File: config.mk
export PLATFORM = sky130hd
export DESIGN_NAME = tile_drawer
export DESIGN_NICKNAME = d
export VERILOG_FILES = /design/src/rtl/tile_drawer.sv
export SDC_FILE = /design/constraint.sdc
export NUM_CORES = 1
export LEC_CHECK = 0
export ABC_AREA = 1
export CORE_MARGIN = 1
export CORE_UTILIZATION = 46
export DETAILED_ROUTE_END_ITERATION = 8
export PLACE_DENSITY = 0.8
export SETUP_SLACK_MARGIN = 0.05
export SYNTH_ARGS = -nofsm -noshare
export SYNTH_HDL_FRONTEND = slang
export SYNTH_SLANG_ARGS = --single-unit
export TNS_END_PERCENT = 1
File: constraint.sdc
create_clock -name clk -period 1.75 [get_ports clk]
set_input_delay 0.2625 -clock clk [delete_from_list [all_inputs] [get_ports clk]]
set_output_delay 0.2625 -clock clk [all_outputs]
set_load 0.02 [all_outputs]
File: src/rtl/tile_drawer.sv
// tile_drawer: draws one square tile of a GRID_COLS x GRID_ROWS grid onto the
// VGA adapter plot port, one pixel per clock, in raster order (x fastest).
//
// Ports:
//   clk, reset          system clock, asynchronous active-high reset
//   start, tile, erase  request; sampled only while idle
//   busy                high from the cycle after acceptance through the done cycle
//   done                one-cycle pulse when the request completes
//   err                 one-cycle pulse with done when the tile index is out of range
//   plot, x, y, colour  VGA write port; colour is 0 whenever plot is low
//
// Optional build macro: TILE_DRAWER_BORDER_EN draws a white outline around
// non-erase tiles.
module tile_drawer #(
  parameter int TILE_W    = 8,
  parameter int GRID_COLS = 2,
  parameter int GRID_ROWS = 2,
  parameter int IDX_W     = 2,
  parameter int COORD_W   = 8
) (
  input  logic               clk,
  input  logic               reset,
  input  logic               start,
  input  logic [IDX_W-1:0]   tile,
  input  logic               erase,
  output logic               busy,
  output logic               done,
  output logic               err,
  output logic               plot,
  output logic [COORD_W-1:0] x,
  output logic [COORD_W-1:0] y,
  output logic [2:0]         colour
);

  localparam int unsigned PW     = (TILE_W > 1) ? $clog2(TILE_W) : 1;
  localparam int unsigned NTILES = GRID_COLS * GRID_ROWS;
  localparam logic [PW-1:0]      PMAX   = PW'(TILE_W - 1);
  localparam logic [COORD_W-1:0] COLS_C = COORD_W'(GRID_COLS);
  localparam logic [COORD_W-1:0] TW_C   = COORD_W'(TILE_W);

`ifdef TILE_DRAWER_BORDER_EN
  localparam logic BORDER_C = 1'b1;
`else
  localparam logic BORDER_C = 1'b0;
`endif

  typedef enum logic [1:0] {S_IDLE, S_DRAW, S_FIN} state_e;

  state_e             state_q, state_d;
  logic [PW-1:0]      px_q, px_d, py_q, py_d;
  logic [COORD_W-1:0] base_x_q, base_x_d, base_y_q, base_y_d;
  logic [2:0]         col_q, col_d;
  logic               erase_q, erase_d;
  logic               busy_q, busy_d, done_q, done_d, err_q, err_d, plot_q, plot_d;
  logic [COORD_W-1:0] x_q, x_d, y_q, y_d;
  logic [2:0]         colour_q, colour_d;

  // Request decode, evaluated against the live inputs while idle
  logic [COORD_W-1:0] tile_c, req_bx, req_by;
  logic               tile_ok;
  logic [2:0]         tile_col;

  // Next raster position while drawing
  logic [PW-1:0]      px_n, py_n;
  logic               last_pix, edge_n;

  always_comb begin
    tile_c   = COORD_W'(tile);
    tile_ok  = (32'(tile) < NTILES);
    tile_col = 3'((32'(tile) % 7) + 1);
    req_bx   = (tile_c % COLS_C) * TW_C;
    req_by   = (tile_c / COLS_C) * TW_C;

    last_pix = (px_q == PMAX) && (py_q == PMAX);
    if (px_q == PMAX) begin
      px_n = '0;
      py_n = py_q + 1'b1;
    end else begin
      px_n = px_q + 1'b1;
      py_n = py_q;
    end

`ifdef TILE_DRAWER_BORDER_EN
    edge_n = (px_n == '0) || (px_n == PMAX) || (py_n == '0) || (py_n == PMAX);
`else
    edge_n = 1'b0;
`endif
  end

  // The first pixel is registered on the accepting edge, so plot rises the
  // cycle after start; DRAW then presents (px_q, py_q) and precomputes the next.
  always_comb begin
    state_d  = state_q;
    px_d     = px_q;
    py_d     = py_q;
    base_x_d = base_x_q;
    base_y_d = base_y_q;
    col_d    = col_q;
    erase_d  = erase_q;
    busy_d   = busy_q;
    done_d   = 1'b0;
    err_d    = 1'b0;
    plot_d   = 1'b0;
    x_d      = x_q;
    y_d      = y_q;
    colour_d = '0;

    unique case (state_q)
      S_IDLE: begin
        busy_d = 1'b0;
        if (start) begin
          busy_d  = 1'b1;
          erase_d = erase;
          col_d   = tile_col;
          if (tile_ok) begin
            base_x_d = req_bx;
            base_y_d = req_by;
            px_d     = '0;
            py_d     = '0;
            plot_d   = 1'b1;
            x_d      = req_bx;
            y_d      = req_by;
            colour_d = erase ? 3'b000 : (BORDER_C ? 3'b111 : tile_col);
            state_d  = S_DRAW;
          end else begin
            done_d  = 1'b1;
            err_d   = 1'b1;
            state_d = S_FIN;
          end
        end
      end

      S_DRAW: begin
        if (last_pix) begin
          done_d  = 1'b1;
          state_d = S_FIN;
        end else begin
          px_d     = px_n;
          py_d     = py_n;
          plot_d   = 1'b1;
          x_d      = base_x_q + COORD_W'(px_n);
          y_d      = base_y_q + COORD_W'(py_n);
          colour_d = erase_q ? 3'b000 : (edge_n ? 3'b111 : col_q);
        end
      end

      S_FIN: begin
        busy_d  = 1'b0;
        state_d = S_IDLE;
      end

      default: begin
        busy_d  = 1'b0;
        state_d = S_IDLE;
      end
    endcase
  end

  always_ff @(posedge clk or posedge reset) begin
    if (reset) begin
      state_q  <= S_IDLE;
      px_q     <= '0;
      py_q     <= '0;
      base_x_q <= '0;
      base_y_q <= '0;
      col_q    <= '0;
      erase_q  <= 1'b0;
      busy_q   <= 1'b0;
      done_q   <= 1'b0;
      err_q    <= 1'b0;
      plot_q   <= 1'b0;
      x_q      <= '0;
      y_q      <= '0;
      colour_q <= '0;
    end else begin
      state_q  <= state_d;
      px_q     <= px_d;
      py_q     <= py_d;
      base_x_q <= base_x_d;
      base_y_q <= base_y_d;
      col_q    <= col_d;
      erase_q  <= erase_d;
      busy_q   <= busy_d;
      done_q   <= done_d;
      err_q    <= err_d;
      plot_q   <= plot_d;
      x_q      <= x_d;
      y_q      <= y_d;
      colour_q <= colour_d;
    end
  end

  assign busy   = busy_q;
  assign done   = done_q;
  assign err    = err_q;
  assign plot   = plot_q;
  assign x      = x_q;
  assign y      = y_q;
  assign colour = colour_q;

endmodule

==> reports/metrics.csv, run 1 <==
stage,metric,value,unit
setup_path,CP Capture Type,output pin,
run_status,status,"finished, final reports clean",
clock_tree,Clock transition at path regs,0.12,ns
grt,largest net degree at the start of global routing,23,
drt,DR vias/cell,4.741,
synthesis,Mapped Cells,111,
synthesis,Yosys warning count,0,
setup_path,Setup CP Type,reg -> out,
layout,NumNets Final,147,
drt,DRT antenna net count,0,
sta,max-slew violations,0,
place,Placer Congestion,0.8162,
die,IO Pins,29,
place,setup slack at placement,0.1731,ns
setup_path,crit-path max cell delay,0.62,ns
synthesis,Syn Area/Cell,9.187,µm²
sta,"Hold Vio Cnt, Final",0,
pwr,Clock power frac,13.6,%
place,I/O Buffers,19,
setup_path,Worst Path Required,1.49,ns
layout,diode count,0,
setup_path,"Max FO, Critical Path",4,
layout,fill cell count,186,
setup_path,Top delay family on crit path,buffers and inverters,
place,DP Area,0.001202,mm²
setup_path,"Buf+Inv Stages, Crit Path",1,
pwr,combinational share of power,46.2,%
sta,final setup fails,0,
drt,Vias,768,
clock_tree,CTS sink cnt,22,
run,MaxCap Viol Count,0,
place,Post-DP HPWL,1319,µm
sta,fin crit period,1.602,ns
grt,GRT Total Usage,15.79,%
pwr,worst vdd ir,763.9,µV
grt,initial antenna violation count,0,
die,Die W,49.08,µm
hold_path,Worst Hold Class,in -> async,
pwr,Sw Share,38.14,%
layout,share of post-route cells with drive strength above 1,9.630,%
die,# rows,16,
synthesis,number of synthesized flops with an enable pin,0,
synthesis,"Seq/Total Area, Yosys",53.99,%
synthesis,dominant synthesized flop cell,dfrtp_1,
grt,global-route wire length before repair,2904,µm
setup_path,cell chain of the critical path,clkdlybuf4s50_1,
die,Die Ht,49.08,µm
pwr,NetSw,778.5,µW
synthesis,"area leader, netlist",dfrtp_1,
synthesis,Commonest cells post-synth,"nand2_1 (31), dfrtp_1 (22), inv_1 (11)",
setup_path,Worst path depth,1,
grt,vias in the first global route,686,
pwr,Pleak,0.0006631,µW
synthesis,"Async S/R FF share, synth",100.0,%
drt,First-pass DRT Iterations,4,
drt,routed len/inst,10.75,µm
synthesis,most frequent cell after synthesis,nand2_1,
layout,Syn-to-layout area delta,22.94,%
clock_tree,total CTS buffers,3,
grt,Overflow after GRT,0,
pwr,PD cells,1628,mW/mm²
clock_tree,worst skew pair latency,0.31,ns
die,initial cell density of the core,50.43,%
setup_path,FF-to-FF path depth,8,
pwr,internal power,1263,µW
sta,clk_skew,0.01162,ns
clock_tree,H-tree levels,1,
clock_tree,root buffer cell,clkbuf_4,
drt,DRC,0,
sta,setup_tns,0,ns
drt,Routed WL,1742,µm
die,Die Area,0.002409,mm²
sta,Fmax,0.6243,GHz
synthesis,area share of the largest cell type after synthesis,53.99,%
die,core box area,0.002022,mm²
clock_tree,Max Root-Sink Buffers,2,
sta,RSZ-0062 raised after global routing,false,
setup_path,slowest stage cell on the critical path,clkdlybuf4s50_1,
setup_path,crit path DAT,1.34,ns
setup_path,flop2flop setup slack,0.17,ns
setup_path,startpoint types,flop,
sta,crit share post-route,91.53,%
synthesis,Synth cell types,17,
sta,Final WS setup,0.1481,ns
synthesis,Post-Syn Area,0.001020,mm²
clock_tree,CTS tree,done,
drt,Starting DRT DRC Count,12,
synthesis,synthesized flop and latch total,22,
synthesis,largest cells by area after synthesis,"dfrtp_1 (54%), nand2_1 (11%), buf_4 (6.6%)",
pwr,part of the power in registers,40.2,%
layout,"Design Area, Final",0.001254,mm²
state kept, by name, summed over array words and instances (netlist names):
| signal | count |
|---|---|
| base_x_q | 1 |
| base_y_q | 1 |
| busy | 1 |
| col_q | 3 |
| colour | 3 |
| done | 1 |
| erase_q | 1 |
| plot | 1 |
| px_q | 2 |
| py_q | 2 |
| state_q | 2 |
| x | 2 |
| y | 2 |
power groups by stage:
stage	Combinational, µW	Clock, µW	Sequential, µW
global route	1050	301	843
CTS	917	286	822
floorplan	430	0	971
detailed placement	914	0	834
global placement	891	0	824
finish	944	277	820
kinds of logic after synthesis:
| group | share of synthesized area (%) |
|---|---|
| AOI/OAI and AO/OA | 5.153 |
| adders and majority gates | 6.135 |
| buffers and inverters | 12.52 |
| DFF | 53.99 |
| muxes | 0.9816 |
| other | 0.3677 |
| and+or+nand+nor | 20.86 |
final timing paths:
check                                    startpoint                  end
worst max-delay path            py_q[0]$_DFFE_PP0P_                 y[0]
worst min-delay path                          reset     y[3]$_DFFE_PP0P_
worst max register to register  px_q[0]$_DFFE_PP0P_  py_q[0]$_DFFE_PP0P_
worst min register to register  erase_q$_DFFE_PP0P_  erase_q$_DFFE_PP0P_
max in group asynchronous                     reset  colour[0]$_DFF_PP0_
min in group clk                erase_q$_DFFE_PP0P_  erase_q$_DFFE_PP0P_
per-stage QoR:
stage          cells  power, µW  hold slack (ns)  utilization (%)
2_1_floorplan    119       1401           0.2517                -
3_3_place_gp     156       1715           0.4625            59.47
3_5_place_dp     156       1748           0.4707            59.47
4_1_cts          160       2025           0.2842            61.26
5_1_grt          162       2195           0.3184            62.00
6_report         162       2041           0.2733            62.00
layout by cell type, fill, tap and decap left out, types with 3 or more instances in the layout:
master	n
nand2_2	3
clkdlybuf4s50_1	19
nor2_1	4
nand3_1	9
o21ai_1	7
clkbuf_4	3
inv_1	11
buf_4	3
nand2_1	31
conb_1	9
ha_1	5
dfrtp_1	22
area by class of cell:
class	count	area (µm²)	share of cell area, %
well taps	27	33.78	2.695
repair buffers	22	212.7	16.97
clock buffers	4	36.28	2.894
flip-flops and latches	22	550.5	43.91
multi-input cells	74	371.6	29.64
inverters	13	48.80	3.892
routing by layer:
| metal | routed length (µm) | global-route usage, % | up-vias |
|---|---|---|---|
| li1 | - | - | 376 |
| met1 | 737 | 18.57 | 372 |
| met2 | 920 | 27.40 | 15 |
| met3 | 48 | 3.115 | 5 |
| met4 | 36 | 7.353 | 0 |
| met5 | 0 | 0 | - |
repair_timing:
item / 4_1_cts / 5_1_grt
hold buffers: 0 / 0
setup buffers: 0 / 2
setup endpoints to repair: 0 / 3
resized for setup: 0 / 0
(Power assumes the default switching activity.)
==> inputs of run 2 (changes only) <==
==> constraint.sdc (replaced) <==
create_clock -name clk -period 1.71 [get_ports clk]
set_input_delay 0.513 -clock clk [delete_from_list [all_inputs] [get_ports clk]]
set_output_delay 0.513 -clock clk [all_outputs]
set_load 0.02 [all_outputs]
==> run 2 against run 1 <==
Cell count fell by 0.62%. Routed wire length grew 5.7%. Clock skew up 0.0032 ns. First-iteration DRC count unchanged. Combinational power is 6.8% lower. Flip-flop and latch count stayed put. Clock power increased by 3%. Design area down 1.6%. Via count decreased by 0.39%. Sequential share of layout area up 0.71 points.
==> reports/metrics.csv, run 2 (same netlist as run 1, synthesis figures left out) <==
stage,metric,value,unit
run_status,status,"finished, final reports clean",
pwr,worst vdd ir,828.2,µV
place,Post-DP HPWL,1388,µm
sta,crit share post-route,93.84,%
die,IO Pins,29,
setup_path,FF-to-FF path depth,8,
place,I/O Buffers,19,
die,Die Area,0.002409,mm²
die,initial cell density of the core,50.43,%
hold_path,Worst Hold Class,reg -> reg,
drt,DR vias/cell,4.752,
die,# rows,16,
drt,First-pass DRT Iterations,4,
sta,RSZ-0062 raised after global routing,true,
clock_tree,Clock transition at path regs,0.13,ns
sta,setup_tns,0,ns
grt,Overflow after GRT,0,
layout,final core utilization,61.01,%
setup_path,cell chain of the critical path,dlygate4sd2_1,
setup_path,startpoint types,flop,
sta,fin crit period,1.605,ns
pwr,Tot Pwr,1997,µW
clock_tree,root buffer cell,clkbuf_4,
setup_path,Top delay family on crit path,flip-flops,
setup_path,origin of the critical flop-to-flop path,px_q[0]$_DFFE_PP0P_,
sta,Hold Slack,0.4853,ns
drt,routed len/inst,11.44,µm
run,MaxCap Viol Count,0,
die,Die W,49.08,µm
setup_path,"Buf+Inv Stages, Crit Path",1,
clock_tree,Max Root-Sink Buffers,2,
sta,max-slew violations,0,
drt,DRC,0,
die,Die Ht,49.08,µm
sta,"Hold Vio Cnt, Final",0,
layout,NumNets Final,146,
place,DP Area,0.001202,mm²
layout,share of post-route cells with drive strength above 1,10.45,%
layout,"commonest cells after routing, fill and taps aside","nand2_1 (29), dfrtp_1 (22), dlygate4sd2_1 (14)",
setup_path,CP Capture Type,output pin,
hold_path,HP Start,x[3]$_DFFE_PP0P_,
hold_path,worst hold stages,2,
grt,GRT Total Usage,16.74,%
layout,diode count,0,
setup_path,Worst Path Required,1.20,ns
setup_path,crit path DAT,1.09,ns
drt,Routed WL,1842,µm
pwr,PD cells,1619,mW/mm²
clock_tree,worst skew pair latency,0.31,ns
grt,largest net degree at the start of global routing,23,
setup_path,slowest stage cell on the critical path,dfrtp_1,
setup_path,crit-path max cell delay,0.43,ns
drt,Vias,765,
layout,"most common cell after layout, fill and taps aside",nand2_1,
grt,initial antenna violation count,0,
clock_tree,H-tree levels,1,
setup_path,flop2flop setup slack,0.12,ns
place,Placer Congestion,0.7685,
setup_path,worst setup path start,py_q[0]$_DFFE_PP0P_,
grt,global-route wire length before repair,3036,µm
sta,Fmax,0.6232,GHz
grt,vias in the first global route,722,
hold_path,Worst Hold Path EP,x[3]$_DFFE_PP0P_,
sta,clk_skew,0.01479,ns
clock_tree,total CTS buffers,3,
drt,Starting DRT DRC Count,12,
setup_path,Setup CP Type,reg -> out,
sta,final setup fails,0,
die,core box area,0.002022,mm²
setup_path,RR Endpoint,py_q[0]$_DFFE_PP0P_,
pwr,Pleak,0.0006948,µW
layout,"Design Area, Final",0.001234,mm²
clock_tree,CTS sink cnt,22,
setup_path,"Max FO, Critical Path",4,
clock_tree,CTS tree,done,
drt,DRT antenna net count,0,
layout,Syn-to-layout area delta,20.98,%
==> run 2: changes by cell type in the layout (fill, tap and decap cells not counted), sizes merged <==
cell           previous run  this run
clkdlybuf4s50            19         5
dlygate4sd2               0        14
buf                       3         2
==> run 2: per-stage QoR <==
step	worst slack [ns]	instances
5_1_grt	0.02782	161
3_3_place_gp	0.1478	156
4_1_cts	0.09571	160
3_5_place_dp	0.09471	156
6_report	0.1054	161
2_1_floorplan	0.1930	119
==> run 2: final cells by class <==
class                           count  area [µm²]
Multi-Input combinational cell     74       376.6
Timing Repair Buffer               21       187.7
Clock buffer                        4       36.28
Tap cell                           27       33.78
Inverter                           13       48.80
Fill cell                         196       788.3
Sequential cell                    22       550.5
==> run 2: worst max-delay path by stage <==
| stage | endpoint | slack [ns] | cells after the start |
|---|---|---|---|
| detailed placement | py_q[0]$_DFFE_PP0P_ | 0.09 | 6 |
| global placement | base_x_q[3]$_DFFE_PP0P_ | 0.15 | 5 |
| floorplan | py_q[0]$_DFFE_PP0P_ | 0.19 | 8 |
| finish | y[0] | 0.11 | 1 |
| global route | py_q[0]$_DFFE_PP0P_ | 0.03 | 8 |
| CTS | colour[0]$_DFF_PP0_ | 0.1 | 7 |
==> run 2: timing repair <==
item	CTS	global route
buffers inserted	0	1
pin swaps	0	0
setup endpoints to repair	14	7
hold buffers	0	0
resized for setup	14	2
==> run 2: tightest hold or removal path, delay by kind of cell (launching register included) <==
kind / cells / cell delay, ns
flip-flops: 1 / 0.36
AND/OR/NAND/NOR: 2 / 0.10
==> run 2: where the power goes <==
| group | leakage [µW] | switching (µW) | internal (µW) |
|---|---|---|---|
| combinational | 0.000404 | 534 | 346 |
| sequential | 0.000270 | 111 | 722 |
| clock | 0.0000210 | 155 | 130 |
==> run 2: routing by layer <==
| layer | up-vias | track usage, % | share of wire (%) |
|---|---|---|---|
| met2 | 23 | 28.54 | 52 |
| met3 | 4 | 3.738 | 3.3 |
| met1 | 363 | 19.64 | 43 |
| met4 | 0 | 8.333 | 1.8 |
| li1 | 375 | - | - |
| met5 | - | 0 | 0 |
